--- src/rtl/button_pkg.sv ---
// Purpose     : shared types and constants for the push-button conditioner.
// Latency     : n/a (package only).
// Backpressure: n/a (package only).
//
// Contents: ms-to-cycles helper, per-channel debounce state enum, and the
// default debounce / long-press durations used by button_conditioner.
package button_pkg;

    localparam int BTN_DEBOUNCE_MS_DEFAULT = 10;
    localparam int BTN_HOLD_MS_DEFAULT     = 1000;

    // The debounced level doubles as the FSM state, so the encoding is fixed:
    // IDLE reads as level 0 and PRESSED as level 1.
    typedef enum logic {
        BTN_IDLE    = 1'b0,
        BTN_PRESSED = 1'b1
    } btn_state_e;

    // Whole cycles in `ms` milliseconds at `clk_hz`. The division comes first so
    // that 50 MHz x 1000 ms stays inside a 32-bit int.
    function automatic int btn_ms_to_cycles(input int clk_hz, input int ms);
        return (clk_hz / 1000) * ms;
    endfunction

endpackage

--- src/rtl/button_debounce_ch.sv ---
// Purpose     : one button channel - pin synchroniser, debounce FSM, optional long-press counter.
// Latency     : level and press/release pulse change SYNC_STAGES+DEBOUNCE_CYCLES edges after the pin step.
// Backpressure: none; pulses are fire-and-forget, one cycle wide.
//
// Ports: sys_clk_50m / sys_rst_n (synchronous, active-low), button (raw async pin),
//        btn_level (debounced, 1 = pressed), btn_press / btn_release / btn_hold (1-cycle pulses).
// Optional: BUTTON_CONDITIONER_LONG_PRESS_EN adds the hold counter and HOLD_CYCLES parameter;
//           without it btn_hold is tied to 0.
module button_debounce_ch
    import button_pkg::*;
#(
    parameter int DEBOUNCE_CYCLES = 500_000,
    parameter int SYNC_STAGES     = 2,
    parameter int ACTIVE_LOW      = 1
`ifdef BUTTON_CONDITIONER_LONG_PRESS_EN
    ,
    parameter int HOLD_CYCLES     = 50_000_000
`endif
) (
    input  logic sys_clk_50m,
    input  logic sys_rst_n,
    input  logic button,
    output logic btn_level,
    output logic btn_press,
    output logic btn_release,
    output logic btn_hold
);

    localparam int              CNT_W        = $clog2(DEBOUNCE_CYCLES);
    localparam logic [CNT_W-1:0] CNT_LAST    = CNT_W'(DEBOUNCE_CYCLES - 1);
    // Pin level of a button that is not pressed; also the XOR mask that turns
    // the synchronised pin into "1 = pressed".
    localparam logic            RELEASED_PIN = (ACTIVE_LOW != 0);

    logic [SYNC_STAGES-1:0] sync_q;
    logic                   sync_n;
    btn_state_e             state_q, state_d;
    logic [CNT_W-1:0]       cnt_q, cnt_d;
    logic                   press_d, release_d;
    logic                   press_q, release_q;

    // Synchroniser loads the released level in reset so that a button held
    // through reset release is seen as a fresh press.
    always_ff @(posedge sys_clk_50m) begin
        if (!sys_rst_n) begin
            sync_q <= {SYNC_STAGES{RELEASED_PIN}};
        end else begin
            sync_q <= {sync_q[SYNC_STAGES-2:0], button};
        end
    end

    assign sync_n = sync_q[SYNC_STAGES-1] ^ RELEASED_PIN;

    // Debounce: count consecutive edges on which the synchronised input
    // disagrees with the current level; any agreement restarts the count.
    always_comb begin
        state_d   = state_q;
        cnt_d     = cnt_q;
        press_d   = 1'b0;
        release_d = 1'b0;
        if (sync_n == (state_q == BTN_PRESSED)) begin
            cnt_d = '0;
        end else if (cnt_q != CNT_LAST) begin
            cnt_d = cnt_q + 1'b1;
        end else begin
            cnt_d = '0;
            if (sync_n) begin
                state_d = BTN_PRESSED;
                press_d = 1'b1;
            end else begin
                state_d   = BTN_IDLE;
                release_d = 1'b1;
            end
        end
    end

    always_ff @(posedge sys_clk_50m) begin
        if (!sys_rst_n) begin
            state_q   <= BTN_IDLE;
            cnt_q     <= '0;
            press_q   <= 1'b0;
            release_q <= 1'b0;
        end else begin
            state_q   <= state_d;
            cnt_q     <= cnt_d;
            press_q   <= press_d;
            release_q <= release_d;
        end
    end

    assign btn_level   = (state_q == BTN_PRESSED);
    assign btn_press   = press_q;
    assign btn_release = release_q;

`ifdef BUTTON_CONDITIONER_LONG_PRESS_EN
    localparam int               HOLD_W    = $clog2(HOLD_CYCLES + 1);
    localparam logic [HOLD_W-1:0] HOLD_MAX = HOLD_W'(HOLD_CYCLES);
    localparam logic [HOLD_W-1:0] HOLD_PRE = HOLD_W'(HOLD_CYCLES - 1);

    logic [HOLD_W-1:0] hold_cnt_q;
    logic              hold_q;

    // Counts edges spent pressed. Saturating at HOLD_MAX gives exactly one
    // pulse per press; a release on the same edge as the threshold wins.
    always_ff @(posedge sys_clk_50m) begin
        if (!sys_rst_n || !btn_level || release_d) begin
            hold_cnt_q <= '0;
            hold_q     <= 1'b0;
        end else if (hold_cnt_q != HOLD_MAX) begin
            hold_cnt_q <= hold_cnt_q + 1'b1;
            hold_q     <= (hold_cnt_q == HOLD_PRE);
        end else begin
            hold_q     <= 1'b0;
        end
    end

    assign btn_hold = hold_q;
`else
    assign btn_hold = 1'b0;
`endif

endmodule

--- src/rtl/button_conditioner.sv ---
// Purpose     : board push-button front-end - sync, debounce and edge-detect NUM_BUTTONS pins.
// Latency     : SYNC_STAGES+DEBOUNCE_CYCLES edges from pin step to level change and pulse.
// Backpressure: none; consumers must take the one-cycle pulses when they appear.
//
// Ports: sys_clk_50m (50 MHz), sys_rst_n (synchronous, active-low), buttons (raw pins),
//        btn_level (debounced, 1 = pressed), btn_press / btn_release / btn_hold (1-cycle pulses).
// Optional: define BUTTON_CONDITIONER_LONG_PRESS_EN for the long-press btn_hold pulse.
module button_conditioner
    import button_pkg::*;
#(
    parameter int NUM_BUTTONS = 4,
    parameter int CLK_HZ      = 50_000_000,
    parameter int DEBOUNCE_MS = BTN_DEBOUNCE_MS_DEFAULT,
    parameter int SYNC_STAGES = 2,
    parameter int ACTIVE_LOW  = 1,
    parameter int HOLD_MS     = BTN_HOLD_MS_DEFAULT
) (
    input  logic                   sys_clk_50m,
    input  logic                   sys_rst_n,
    input  logic [NUM_BUTTONS-1:0] buttons,
    output logic [NUM_BUTTONS-1:0] btn_level,
    output logic [NUM_BUTTONS-1:0] btn_press,
    output logic [NUM_BUTTONS-1:0] btn_release,
    output logic [NUM_BUTTONS-1:0] btn_hold
);

    localparam int DEBOUNCE_CYCLES = btn_ms_to_cycles(CLK_HZ, DEBOUNCE_MS);
`ifdef BUTTON_CONDITIONER_LONG_PRESS_EN
    localparam int HOLD_CYCLES     = btn_ms_to_cycles(CLK_HZ, HOLD_MS);
`endif

    // The debounce counter needs at least two states and the synchroniser at
    // least two flops to be meaningful.
    if (DEBOUNCE_CYCLES < 2 || SYNC_STAGES < 2 || HOLD_MS < 0) begin : g_bad_cfg
        $error("button_conditioner: invalid DEBOUNCE/SYNC/HOLD configuration");
    end

    for (genvar i = 0; i < NUM_BUTTONS; i++) begin : g_ch
        button_debounce_ch #(
            .DEBOUNCE_CYCLES (DEBOUNCE_CYCLES),
            .SYNC_STAGES     (SYNC_STAGES),
            .ACTIVE_LOW      (ACTIVE_LOW)
`ifdef BUTTON_CONDITIONER_LONG_PRESS_EN
            ,
            .HOLD_CYCLES     (HOLD_CYCLES)
`endif
        ) u_ch (
            .sys_clk_50m (sys_clk_50m),
            .sys_rst_n   (sys_rst_n),
            .button      (buttons[i]),
            .btn_level   (btn_level[i]),
            .btn_press   (btn_press[i]),
            .btn_release (btn_release[i]),
            .btn_hold    (btn_hold[i])
        );
    end

endmodule

--- config.mk ---
export PLATFORM = sky130hd
export DESIGN_NAME = button_conditioner
export DESIGN_NICKNAME = d
export VERILOG_FILES = /design/src/rtl/button_pkg.sv /design/src/rtl/button_debounce_ch.sv /design/src/rtl/button_conditioner.sv
export SDC_FILE = /design/constraint.sdc
export NUM_CORES = 1
export LEC_CHECK = 0
export CORE_MARGIN = 3
export CORE_UTILIZATION = 25
export CTS_CLUSTER_DIAMETER = 200
export DETAILED_ROUTE_END_ITERATION = 6
export GPL_TIMING_DRIVEN = 1
export HOLD_SLACK_MARGIN = 0.05
export PLACE_DENSITY_LB_ADDON = 0.25
export SYNTH_ARGS = -nofsm -noshare
export SYNTH_HDL_FRONTEND = slang
export SYNTH_SLANG_ARGS = --single-unit
--- constraint.sdc ---
create_clock -name sys_clk_50m -period 2.8 [get_ports sys_clk_50m]
set_input_delay 0.7 -clock sys_clk_50m [delete_from_list [all_inputs] [get_ports sys_clk_50m]]
set_output_delay 0.7 -clock sys_clk_50m [all_outputs]
set_load 0.1 [all_outputs]
=== Word-level counts from Yosys, hierarchy flattened ===
Index checks and enable logic that the tools add are counted.

* Flip-flop bits (word level): 96
* Output and inout port bits: 16
* Input port bits: 6

* Bitwise operators: 13
* $add $sub $neg: 4
* Equality and inequality tests: 8
* Mux-type cells: 8
* Reduce and logical (&&, ||, !) cells: 12

{| class="wikitable"
|+ Operator list
! operator !! number
|-
| adder 19 x 1 -> 19 bit (second input constant) || 4
|-
| != test 19 bit (second input constant) || 4
|-
| OR reduction 3 bit || 8
|-
| NOT 1 bit || 13
|-
| 2-to-1 mux 1 bit || 8
|-
| AND reduction 2 bit || 4
|-
| == test 1 bit || 4
|}

=== Depth between registers and ports, before layout ===
* Word-level depth: 4
* Gate-level depth with buffers: 6
* Gate-level depth less buffers: 5

=== Cells and area by module ===
A second synthesis with hierarchy kept.

* Cells, all modules: 468
* Area, all modules: 4129.0 sq um

{| class="wikitable"
|+ Modules (own cells, without submodules)
! module !! area an instance (sq um) !! sequential area each (sq um) !! instances !! cells an instance
|-
| button_debounce_ch || 1032.2 || 480.5 || 4 || 117
|}

=== Worst setup path before layout ===
No wires, ideal clock.

* Path type: register to register
* Start: register g_ch[1].u_ch.cnt_q[0]
* End: register g_ch[1].u_ch.cnt_q[10]
* Data arrival time: 1.899 ns
* Library setup time: 0.117 ns
* Slack: 0.784 ns
* Cell stages (with the launch flop): 7
* Path through: dfxtp_1 > ha_1 > nand3_1 > or4b_1 > o21bai_2 > buf_2 > nor2_1

* Word-level cells in the longest chain between the ends: 3
* Elaborated cells between the ends (all ways): 4
* Those cells by class: add/sub (1); eq/ne (1); bitwise (1); reduce/logical (1)

{| class="wikitable"
|+ Ends and longest elaborated chain
! what !! line !! text
|-
| start, declared || button_debounce_ch.sv:38 || <nowiki>logic [CNT_W-1:0] cnt_q, cnt_d;</nowiki>
|-
| start signal, assigned || button_debounce_ch.sv:85 || <nowiki>cnt_q <= cnt_d;</nowiki>
|-
| branches (longest 3 deep; another with adder 19 x 1 -> 19 bit) || n/a ||
|}

Several ways; the timed one is not identified.
A chain may end at the register's enable or synchronous reset.

=== Worst setup path in the final report ===
* Start: register g_ch[3].u_ch.cnt_q[12]
* End: register g_ch[3].u_ch.cnt_q[5]

* Word-level cells in the longest chain between the ends: 3

{| class="wikitable"
|+ Ends and longest elaborated chain
! what !! line !! text
|-
| start, declared || button_debounce_ch.sv:38 ||
|-
| start signal, assigned || button_debounce_ch.sv:85 ||
|-
| != test 19 bit || button_debounce_ch.sv:63 || <nowiki>end else if (cnt_q != CNT_LAST) begin</nowiki>
|-
| NOT 1 bit (no line) || n/a ||
|-
| OR reduction 3 bit (no line) || n/a ||
|}

Every way passes these cells.

==> flow_metrics.env <==
export IMPL_numCtsBuffers=9
export IMPL_yosysTopAreaCellShare_pct=45.5
export IMPL_slowest_stage="or4b_2"
export IMPL_worst_hold_slack_ns=0.406
export IMPL_drt_wl_total_mm=7.88
export IMPL_report_final_hold_viol_count=0
export IMPL_dp_hpwl_mm=5.60
export IMPL_leakage_nw=1.40
export IMPL_maxCapViolCount=0
export IMPL_min_delay_start="g_ch[0].u_ch.sync_q[0]$_SDFF_PN1_"
export IMPL_synthFlopType="dfxtp_1"
export IMPL_drive_gt1_share_pct=9.54
export IMPL_fin_util_pct=29.5
export IMPL_rsz0062_at_grt="no"
export IMPL_max_stage_delay_ns=0.68
export IMPL_cts_sinks=96
export IMPL_ys_seq_area_share_pct=45.5
export IMPL_grt_pass1_wl_mm=14.0
export IMPL_finalNetCount=487
export IMPL_io_buffers=17
export IMPL_clkTransAtPathRegs_ns=0.06
export IMPL_drt_iter0_drc=157
export IMPL_period_minus_slack_ns=2.20
export IMPL_drc_errors=0
export IMPL_io_pin_count=22
export IMPL_final_common_cell="dfxtp_1"
export IMPL_post_cts_buffers=0
export IMPL_cts_buffer_depth=2
export IMPL_crit_start="g_ch[3].u_ch.cnt_q[12]$_SDFF_PP0_"
export IMPL_status="finished, final reports clean"
export IMPL_grt_max_degree=20
export IMPL_num_vias=3127
export IMPL_synth_area_top_cells="dfxtp_1, xnor2_1, nor2_1, xor2_1, buf_4"
export IMPL_r2r_start="g_ch[3].u_ch.cnt_q[12]$_SDFF_PP0_"
export IMPL_vdd_ir_drop_max_mv=0.305
export IMPL_final_cell_mix="dfxtp_1, nor2_1, xnor2_1"
export IMPL_antenna_found_initial=1
export IMPL_gr_usage_all_layers_pct=9.10
export IMPL_gp_congestion=0.769
export IMPL_die_x_um=136
export IMPL_slew_headroom_pct=62.8
export IMPL_synth_edf_count=0
export IMPL_htreeDepth=3
export IMPL_viasPerCell=4.48
export IMPL_antenna_cells=0
export IMPL_skew_ns=0.00518
export IMPL_fp_dieArea_mm2=0.0185
export IMPL_yosysWarningCount=0
export IMPL_power_density_mw_per_mm2=539
export IMPL_fmax_mhz=454
export IMPL_synth_cells=469
export IMPL_grt_overflow=0
export IMPL_rows=46
export IMPL_path_cells="or4b_2 -> nor4_1 -> a21o_1 -> nor2_1"
export IMPL_core_area_mm2=0.0162
export IMPL_synth_distinct_cells=47
export IMPL_start_util_pct=26.0
export IMPL_synthArstFlopShare_pct=0
export IMPL_crit_arrival_ns=2.40
export IMPL_ys_ff_latch=96
export IMPL_setup_tns_final_ns=0
export IMPL_crit_fanout=17
export IMPL_ant_nets=0
export IMPL_path_buf_inv=0
export IMPL_area_growth_pct=13.3
export IMPL_worstMarginPinSlew_ns=0.556
export IMPL_synth_area_per_cell_um2=9.01
export IMPL_clockRootBuffer="clkbuf_16"
export IMPL_path_class="reg -> reg"
export IMPL_clk_latency_ns=0.33
export IMPL_syn_area_mm2=0.00423
export IMPL_final_max_slew_viol_count=0
export IMPL_die_h_um=136
export IMPL_cp_start_kind="flip-flop"
export IMPL_endpoint_kind="flip-flop"
export IMPL_drt_pre_antenna_iters=4
export IMPL_first_global_vias=2972
export IMPL_hold_class="reg -> reg"
export IMPL_cts_tree="yes"
export IMPL_ctsResizeCount=0
export IMPL_crit_family="simple AND/OR/NAND/NOR gates"
export IMPL_yosys_area_top_type="dfxtp_1"
export IMPL_hold_buffers=0
export IMPL_wl_per_cell_um=11.3
export IMPL_timing_final_crit_share_pct=78.6
export IMPL_setup_viol=0
export IMPL_required_ns=3.00
-- per-stage QoR --
stage | setup WS [ns] | total power [mW] | instance area, µm² | instances
2_1_floorplan | 0.784 | 1.46 | 4240 | 472
3_3_place_gp | 0.620 | 1.46 | 4500 | 682
3_5_place_dp | 0.585 | 1.46 | 4500 | 682
4_1_cts | 0.562 | 2.63 | 4790 | 698
5_1_grt | 0.381 | 2.69 | 4790 | 698
6_report | 0.599 | 2.58 | 4790 | 698
-- where the power goes --
group / total, mW / internal (mW) / switching (mW) / leakage [nW]
combinational: 0.0565 / 0.0149 / 0.0417 / 0.483
clock: 1.15 / 0.647 / 0.498 / 0.141
sequential: 1.38 / 1.37 / 0.00451 / 0.775
total: 2.58 / 2.03 / 0.544 / 1.40
-- cell type report --
cell class              count  area [µm²]
fillers                  1742       11400
multi-input cells         333        2080
flip-flops and latches     96        1920
well taps                 216         270
clock buffers              11         253
repair buffers             21         170
inverters                  16        60.1
clock inverters             5        31.3
-- flip-flops by register name, summed over array words and instances (netlist names) --
register	count
g_ch.u_ch.btn_release	4
g_ch.u_ch.sync_q	8
g_ch.u_ch.btn_press	4
g_ch.u_ch.btn_level	4
g_ch.u_ch.cnt_q	76
-- worst paths after layout --
| check | cells past startpoint | endpoint | slack (ns) |
|---|---|---|---|
| setup / recovery | 4 | g_ch[3].u_ch.cnt_q[5]$_SDFF_PP0_ | 0.60 |
| hold / removal | 1 | g_ch[0].u_ch.sync_q[1]$_SDFF_PN1_ | 0.41 |
| setup reg to reg | 4 | g_ch[3].u_ch.cnt_q[5]$_SDFF_PP0_ | 0.60 |
| hold reg to reg | 1 | g_ch[0].u_ch.sync_q[1]$_SDFF_PN1_ | 0.41 |
-- cells by family after synthesis --
family | count (synthesis) | share of synthesized area, %
adder cells (fa/ha/maj) | 4 | 1.18
AO/OA/AOI/OAI | 41 | 6.63
AND/OR/NAND/NOR | 228 | 29.5
flip-flops | 96 | 45.5
XOR/XNOR | 56 | 11.6
buffers and inverters | 43 | 5.57
other | 1 | 0.0887
-- Yosys cell counts, types with 3 or more instances --
master    number
o31ai_1        5
dfxtp_1       96
nor3_1        15
o21ai_0        9
buf_4         19
nand4_1       16
inv_1         16
and4_1         8
a21oi_1       15
or4b_1         3
clkbuf_1       6
o21bai_1       3
nor4_1        14
nand2_1       28
or3_1         10
xor2_1        17
or4_1         10
nand2b_1       8
nand3_1       25
nor2_1        68
xnor2_1       39
ha_1           4
nor4bb_1       3
-- metal layers --
metal / GRT usage, % / part of all wire [%]
met1: 12.0 / 50
met2: 14.4 / 45
met3: 1.70 / 3.4
met4: 4.03 / 1.7
met5: 0 / 0.25
Note: power is estimated with default switching activity, not from simulation.
